## src/rtl/data_trigger_ctrl_pkg.sv

```systemverilog
// Shared types and reset defaults for the data_trigger run/stop and configuration sequencer.
// ADC_RESOLUTION_WIDTH normally comes from the trigger's macro file; 12 bits is assumed if it is absent.
`ifndef ADC_RESOLUTION_WIDTH
`define ADC_RESOLUTION_WIDTH 12
`endif

package data_trigger_ctrl_pkg;

  localparam int unsigned DATA_W     = `ADC_RESOLUTION_WIDTH + 1;
  localparam int unsigned PRE_LEN_W  = $clog2(2);
  localparam int unsigned POST_LEN_W = $clog2(2);
  localparam int unsigned SEL_LEN_W  = $clog2(4);

  localparam int DEF_RISE = 1024;
  localparam int DEF_FALL = 512;
  localparam int DEF_PRE  = 1;
  localparam int DEF_POST = 1;
  localparam int DEF_SEL  = 2;

  typedef enum logic [2:0] {
    ST_INIT    = 3'd0,
    ST_IDLE    = 3'd1,
    ST_RUNNING = 3'd2,
    ST_DRAIN   = 3'd3,
    ST_APPLY   = 3'd4,
    ST_RESUME  = 3'd5
  } ctrl_state_e;

  typedef struct packed {
    logic signed [DATA_W-1:0] rise;
    logic signed [DATA_W-1:0] fall;
    logic [PRE_LEN_W-1:0]     pre;
    logic [POST_LEN_W-1:0]    post;
    logic [SEL_LEN_W-1:0]     sel;
  } trig_cfg_t;

endpackage

```

## src/rtl/data_trigger_ctrl_drain.sv

```systemverilog
// drain_detector: counts consecutive idle TVALID cycles while enabled and flags the terminal count.
module drain_detector #(
  parameter int unsigned DRAIN_CYCLES = 8
) (
  input  logic clk,
  input  logic rst_n,
  input  logic en,
  input  logic tvalid,
  output logic done
);

  localparam int unsigned CNT_W = (DRAIN_CYCLES > 1) ? $clog2(DRAIN_CYCLES) : 1;

  logic [CNT_W-1:0] cnt_q, cnt_d;

  always_comb begin
    done  = en && !tvalid && (cnt_q == CNT_W'(DRAIN_CYCLES - 1));
    cnt_d = cnt_q;
    if (!en || tvalid || done) cnt_d = '0;
    else                       cnt_d = cnt_q + 1'b1;
  end

  always_ff @(posedge clk or negedge rst_n) begin
    if (!rst_n) cnt_q <= '0;
    else        cnt_q <= cnt_d;
  end

endmodule

```

## src/rtl/data_trigger_ctrl.sv

```systemverilog
// Run/stop and configuration sequencer in front of data_trigger; configs are applied only after the output drains.
// Optional APPLY_COUNT output is enabled by defining DATA_TRIGGER_CTRL_APPLY_COUNTER_EN.
module data_trigger_ctrl
  import data_trigger_ctrl_pkg::*;
#(
  parameter int unsigned MAX_PRE_ACQUISITION_LENGTH      = 2,
  parameter int unsigned MAX_POST_ACQUISITION_LENGTH     = 2,
  parameter int unsigned MAX_ADC_SELECTION_PERIOD_LENGTH = 4,
  parameter int unsigned DRAIN_CYCLES                    = 8,
  parameter int          DEF_RISE                        = data_trigger_ctrl_pkg::DEF_RISE,
  parameter int          DEF_FALL                        = data_trigger_ctrl_pkg::DEF_FALL,
  parameter int          DEF_PRE                         = data_trigger_ctrl_pkg::DEF_PRE,
  parameter int          DEF_POST                        = data_trigger_ctrl_pkg::DEF_POST,
  parameter int          DEF_SEL                         = data_trigger_ctrl_pkg::DEF_SEL
) (
  input  logic                                               ACLK,
  input  logic                                               ARESETN,
  input  logic                                               CMD_START,
  input  logic                                               CMD_HALT,
  input  logic                                               CFG_VALID,
  output logic                                               CFG_READY,
  input  logic signed [DATA_W-1:0]                           CFG_RISE,
  input  logic signed [DATA_W-1:0]                           CFG_FALL,
  input  logic [$clog2(MAX_PRE_ACQUISITION_LENGTH)-1:0]      CFG_PRE,
  input  logic [$clog2(MAX_POST_ACQUISITION_LENGTH)-1:0]     CFG_POST,
  input  logic [$clog2(MAX_ADC_SELECTION_PERIOD_LENGTH)-1:0] CFG_SEL,
  output logic                                               CFG_ERR,
  input  logic                                               M_AXIS_TVALID,
  output logic                                               STOP,
  output logic                                               SET_CONFIG,
  output logic signed [DATA_W-1:0]                           RISING_EDGE_THRSHOLD,
  output logic signed [DATA_W-1:0]                           FALLING_EDGE_THRESHOLD,
  output logic [$clog2(MAX_PRE_ACQUISITION_LENGTH)-1:0]      PRE_ACQUISITION_LENGTH,
  output logic [$clog2(MAX_POST_ACQUISITION_LENGTH)-1:0]     POST_ACQUISITION_LENGTH,
  output logic [$clog2(MAX_ADC_SELECTION_PERIOD_LENGTH)-1:0] ADC_SELECTION_PERIOD_LENGTH,
  output logic [2:0]                                         CTRL_STATE
`ifdef DATA_TRIGGER_CTRL_APPLY_COUNTER_EN
  ,
  output logic [15:0]                                        APPLY_COUNT
`endif
);

  localparam trig_cfg_t DEF_CFG = '{
    rise: DATA_W'(DEF_RISE),
    fall: DATA_W'(DEF_FALL),
    pre:  PRE_LEN_W'(DEF_PRE),
    post: POST_LEN_W'(DEF_POST),
    sel:  SEL_LEN_W'(DEF_SEL)
  };

  ctrl_state_e state_q, state_d;
  logic        resume_q, resume_d;
  trig_cfg_t   shadow_q, shadow_d;
  trig_cfg_t   cfg_out_q, cfg_out_d;
  logic        stop_q, stop_d;
  logic        set_cfg_q, set_cfg_d;
  logic        ready_q, ready_d;
  logic        err_q, err_d;
  logic        cfg_hs, cfg_ok, accept;
  logic        drain_done;

  drain_detector #(
    .DRAIN_CYCLES (DRAIN_CYCLES)
  ) u_drain (
    .clk    (ACLK),
    .rst_n  (ARESETN),
    .en     (state_q == ST_DRAIN),
    .tvalid (M_AXIS_TVALID),
    .done   (drain_done)
  );

  always_comb begin
    state_d  = state_q;
    resume_d = resume_q;
    shadow_d = shadow_q;

    cfg_hs = CFG_VALID && ready_q;
    cfg_ok = !(CFG_FALL > CFG_RISE)
          && (32'(CFG_PRE)  < MAX_PRE_ACQUISITION_LENGTH)
          && (32'(CFG_POST) < MAX_POST_ACQUISITION_LENGTH)
          && (32'(CFG_SEL)  < MAX_ADC_SELECTION_PERIOD_LENGTH);
    accept = cfg_hs && cfg_ok;

    if (accept) shadow_d = '{rise: CFG_RISE, fall: CFG_FALL, pre: CFG_PRE, post: CFG_POST, sel: CFG_SEL};

    case (state_q)
      ST_INIT: begin
        state_d  = ST_APPLY;
        resume_d = 1'b0;
      end
      ST_IDLE: begin
        if (accept) begin
          state_d  = ST_DRAIN;
          resume_d = 1'b0;
        end else if (CMD_START && !CMD_HALT) begin
          state_d = ST_RUNNING;
        end
      end
      ST_RUNNING: begin
        if (accept) begin
          state_d  = ST_DRAIN;
          resume_d = !CMD_HALT;
        end else if (CMD_HALT) begin
          state_d = ST_IDLE;
        end
      end
      ST_DRAIN: begin
        if (CMD_HALT)   resume_d = 1'b0;
        if (drain_done) state_d  = ST_APPLY;
      end
      ST_APPLY:  state_d = resume_q ? ST_RESUME : ST_IDLE;
      ST_RESUME: state_d = ST_RUNNING;
      default:   state_d = ST_INIT;
    endcase

    // Status flags follow the next state so they land on the same edge as the state change;
    // the config strobe lags APPLY by one edge so outputs and SET_CONFIG move together.
    stop_d    = (state_d != ST_RUNNING);
    ready_d   = (state_d == ST_IDLE) || (state_d == ST_RUNNING);
    err_d     = cfg_hs && !cfg_ok;
    set_cfg_d = (state_q == ST_APPLY);
    cfg_out_d = set_cfg_d ? shadow_q : cfg_out_q;
  end

  always_ff @(posedge ACLK or negedge ARESETN) begin
    if (!ARESETN) begin
      state_q   <= ST_INIT;
      resume_q  <= 1'b0;
      shadow_q  <= DEF_CFG;
      cfg_out_q <= DEF_CFG;
      stop_q    <= 1'b1;
      set_cfg_q <= 1'b0;
      ready_q   <= 1'b0;
      err_q     <= 1'b0;
    end else begin
      state_q   <= state_d;
      resume_q  <= resume_d;
      shadow_q  <= shadow_d;
      cfg_out_q <= cfg_out_d;
      stop_q    <= stop_d;
      set_cfg_q <= set_cfg_d;
      ready_q   <= ready_d;
      err_q     <= err_d;
    end
  end

`ifdef DATA_TRIGGER_CTRL_APPLY_COUNTER_EN
  logic [15:0] apply_count_q, apply_count_d;

  always_comb begin
    apply_count_d = apply_count_q;
    if (set_cfg_d) apply_count_d = apply_count_q + 16'd1;
  end

  always_ff @(posedge ACLK or negedge ARESETN) begin
    if (!ARESETN) apply_count_q <= '0;
    else          apply_count_q <= apply_count_d;
  end

  assign APPLY_COUNT = apply_count_q;
`endif

  assign CFG_READY                   = ready_q;
  assign CFG_ERR                     = err_q;
  assign STOP                        = stop_q;
  assign SET_CONFIG                  = set_cfg_q;
  assign RISING_EDGE_THRSHOLD        = cfg_out_q.rise;
  assign FALLING_EDGE_THRESHOLD      = cfg_out_q.fall;
  assign PRE_ACQUISITION_LENGTH      = cfg_out_q.pre;
  assign POST_ACQUISITION_LENGTH     = cfg_out_q.post;
  assign ADC_SELECTION_PERIOD_LENGTH = cfg_out_q.sel;
  assign CTRL_STATE                  = state_q;

endmodule

```

## config.mk

```make
export PLATFORM = sky130hd
export DESIGN_NAME = data_trigger_ctrl
export DESIGN_NICKNAME = d
export VERILOG_FILES = /design/src/rtl/data_trigger_ctrl_pkg.sv /design/src/rtl/data_trigger_ctrl_drain.sv /design/src/rtl/data_trigger_ctrl.sv
export SDC_FILE = /design/constraint.sdc
export NUM_CORES = 1
export LEC_CHECK = 0
export ABC_AREA = 1
export BUFFER_PORTS_ARGS = -buffer_cell sky130_fd_sc_hd__buf_2
export CAP_MARGIN = 20
export CORE_ASPECT_RATIO = 1.4
export CORE_UTILIZATION = 37
export CTS_BUF_LIST = sky130_fd_sc_hd__clkbuf_8
export DETAILED_ROUTE_END_ITERATION = 8
export PLACE_DENSITY_LB_ADDON = 0.12
export SYNTH_ARGS = -nofsm -noshare
export SYNTH_HDL_FRONTEND = slang
export SYNTH_SLANG_ARGS = --single-unit
```

## constraint.sdc

```tcl
create_clock -name ACLK -period 1.7 [get_ports ACLK]
set_input_delay 0.17 -clock ACLK [delete_from_list [all_inputs] [get_ports ACLK]]
set_output_delay 0.17 -clock ACLK [all_outputs]
set_load 0.02 [all_outputs]
```

==> summary.md <==
| Metric | Value |
|---|---|
| Syn nets | `409` |
| Power Density | `approximately 1700 nW/µm²` |
| Unique masters post-synth | `23` |
| Final WL | `6660 µm` |
| CP endpoint kind | `flip-flop` |
| WP data required | `about 1.9 ns` |
| Drt pass-1 iters | `4` |
| Unrepaired setup endpoints after global routing | `false` |
| Clock Latency Late Sink | `0.34 ns` |
| Worst r2r dst | `CFG_READY` |
| CTS tree | `yes` |
| Mapped Area | `3150 µm²` |
| Global-route wire length before repair | `11200 µm` |
| Post-Layout Cell Count | `556` |
| CP startpoint | `CFG_RISE[12]` |
| Slowest CP cell | `ha_1` |
| Clock slew at reported path FFs | `0.07 ns` |
| Synthesis Warnings | `0` |
| R2r startpoint | `CTRL_STATE[1]` |
| CP peak stage delay | `0.33 ns` |
| Pwr Total | `6.72 mW` |
| Kind of critical path | `in2reg` |
| Synth Register Bits | `about 70` |
| Synth Area per Inst | `8.80 µm²` |
| Max Root-Sink Buffers | `2` |
| Post-CTS Setup Inserts | `0` |
| DR iter-0 viols | `129` |
| Gr usage total | `0.166` |
| Fin. Hold Viols | `0` |
| Crit-path most repeated cell | `nand2_1` |
| Crit-path cells | `buf_2 > inv_1 > ha_1 > nand2_1 > inv_2 > nand2_1 > nand2_1 > a21oi_1 > nand2_1 > nand2_1 > nand3_2 > nand2_4 > nand2_1 > nand2_1 > nand2_2 > nand3_1 > nand2_1` |
| Met2 routed WL | `~3200 µm` |
| Placed Cells | `roughly 540` |
| N_diodes | `0` |
| Hold Path Class | `in2reg` |
| F_max | `643 MHz` |
| Initial antenna violation count | `0` |
| Core Region | `~8200 µm²` |
| Worst Hold Launch | `CFG_SEL[1]` |
| Clock Skews | `0.0105 ns` |
| Period minus WS final | `approximately 1.6 ns` |
| Top Layer Used | `met4` |
| DR WL/cell | `12.0 µm` |
| Final setup fails | `0` |
| Routed Antenna Nets | `0` |
| Clk sinks | `71` |
| Io pins | `73` |
| Fin nets | `500` |
| Share of cells above drive strength 1 | `0.284` |
| Die X | `80.0 µm` |
| WP data arrival | `between 1.5 and 2 ns` |
| Starting Density | `0.384` |
| Total CTS buffers | `9` |
| GPL Wtd Cong | `about 0.76` |
| Crit Path Max Fanout | `7` |
| WL met1 | `3050 µm` |
| Max cap viols | `0` |
| Row count | `39` |
| Seq/Total Area, Yosys | `0.568` |
| Slew margin rel. | `0.731` |
| Vias in the first global route | `2451` |
| Drt via density | `4.45` |
| DR vias | `2473` |
| VDD IR max | `0.754 mV` |
| Lkg Pwr | `2.25 nW` |
| Worst Setup EP | `CFG_READY` |
| Synth Instances | `around 360` |
| R2r setup slk | `between 0.2 and 0.25 ns` |
| Synth Flop Type | `dfrtp_1` |
| Port Buffers | `72` |
| Worst-Margin Slew | `approximately 0.40 ns` |
| DRC viols | `0` |
| CP Launch Type | `input port` |
| Post-synthesis async set-or-reset flop share | `1.00` |
| Final Cycle Share | `0.914` |
| Die Y | `111 µm` |
| P&R area growth vs syn | `26.0%` |
| Status | `finished, final reports clean` |
| Post-synth EDFFs | `0` |
| Pin count of the biggest net entering global routing | `43` |
| Final Slew Violations | `0` |
| Hpwl dp | `4870 µm` |
| Worst r2r path cells | `9` |
| Area of the die | `8890 µm²` |
| Wire length on met3 | `246 µm` |
| Root buffer cell | `clkbuf_8` |
| H-Tree Depth | `3` |
| Overflow after GRT | `0` |
[stage by stage]
step                setup WS (ns)   util  instance area [µm²]  hold slack [ns]  TNS, ns
CTS                         0.146  0.482                 3960           0.0440        0
floorplan                  0.0666      -                 3150           -0.126        0
finish                      0.146  0.484                 3970           0.0580        0
detailed placement         -0.219  0.459                 3760            0.133    -5.29
global placement           -0.150  0.459                 3760            0.134    -3.58
global route               0.0104  0.484                 3970           0.0549        0
[metal layers]
| metal | vias to the layer above | GRT usage |
|---|---|---|
| li1 | 1293 | - |
| met1 | 1119 | 0.207 |
| met2 | 51 | 0.272 |
| met3 | 10 | 0.0346 |
| met4 | 0 | 0.0750 |
| met5 | - | 0 |
[worst min path at each step]
stage | slack, ns | cells after the start | endpoint
final | 0.06 | 3 | shadow_q[1]
after global routing | 0.05 | 3 | shadow_q[2]
after CTS | 0.04 | 3 | shadow_q[3]
after detailed placement | 0.13 | 1 | SET_CONFIG
after global placement | 0.13 | 1 | SET_CONFIG
after floorplan | -0.13 | 0 | ADC_SELECTION_PERIOD_LENGTH[0]
[sequential cells by signal (all words and copies together) (netlist names)]
signal,flops
PRE_ACQUISITION_LENGTH,1
resume_q,1
shadow_q,30
CTRL_STATE,3
CFG_ERR,1
STOP,1
POST_ACQUISITION_LENGTH,1
RISING_EDGE_THRSHOLD,13
FALLING_EDGE_THRESHOLD,13
SET_CONFIG,1
CFG_READY,1
u_drain.cnt_q,3
ADC_SELECTION_PERIOD_LENGTH,2
[power by group]
part	total, mW	switching [mW]	internal [mW]	leakage (nW)
combinational	2.55	1.64	0.913	1.30
sequential	2.92	0.366	2.55	0.847
clock	1.25	0.597	0.657	0.105
[cells by family after synthesis]
logic type / share of synthesized area
and+or+nand+nor: 0.194
DFF: 0.568
buffers and inverters: 0.0814
adders and majority gates: 0.0596
AOI/OAI and AO/OA: 0.0965
[placed cells by master, fill, tap and decap left out]
| cell type | count |
|---|---|
| nand2_2 | 2 |
| bufinv_16 | 1 |
| nand3_1 | 7 |
| nand3_2 | 4 |
| a211oi_1 | 1 |
| nor2_1 | 26 |
| nand3b_1 | 1 |
| ha_1 | 15 |
| buf_2 | 71 |
| o211ai_1 | 1 |
| nor2_2 | 1 |
| inv_1 | 53 |
| nand2_4 | 1 |
| nand2_1 | 103 |
| buf_4 | 17 |
| a21oi_1 | 23 |
| a21oi_2 | 1 |
| clkinv_2 | 4 |
| dfstp_2 | 11 |
| o21ai_0 | 32 |
| dfrtp_1 | 60 |
| nor3_2 | 1 |
| dlygate4sd3_1 | 1 |
| a311oi_2 | 1 |
| inv_2 | 2 |
| nor3_1 | 2 |
| clkbuf_8 | 9 |
| buf_12 | 3 |
[synthesized netlist by cell type, types with 3 or more instances]
library cell	instances	share of area
inv_1	51	0.061
nand3_2	4	0.013
dfstp_2	11	0.092
nor3_1	3	0.0048
nand3_1	7	0.011
nand2_1	103	0.12
a21oi_1	24	0.038
buf_2	4	0.0064
clkbuf_1	5	0.0060
nor2_1	26	0.031
ha_1	15	0.060
dfrtp_1	60	0.48
o21ai_0	32	0.051
[final cells by class]
type,instances,area (µm²)
Multi-Input combinational cell,222,1120
Tap cell,102,128
Inverter,53,199
Fill cell,840,4230
Timing Repair Buffer,92,553
Sequential cell,71,1790
Clock inverter,7,57.6
Clock buffer,9,124
[what timing repair did]
| action | 4_1_cts | 5_1_grt |
|---|---|---|
| endpoints found under the setup margin | 0 | 1 |
| hold buffers | 1 | 0 |
| gates resized for setup | 0 | 3 |
| hold endpoints to repair | 26 | 0 |
[worst max-delay path, delay by kind of cell]
kind,cells,cell delay (ns)
AO/OA/AOI/OAI,1,0.15
buffers and inverters,3,0.17
adder cells (fa/ha/maj),1,0.33
AND/OR/NAND/NOR,12,0.95
(Power assumes the default switching activity.)
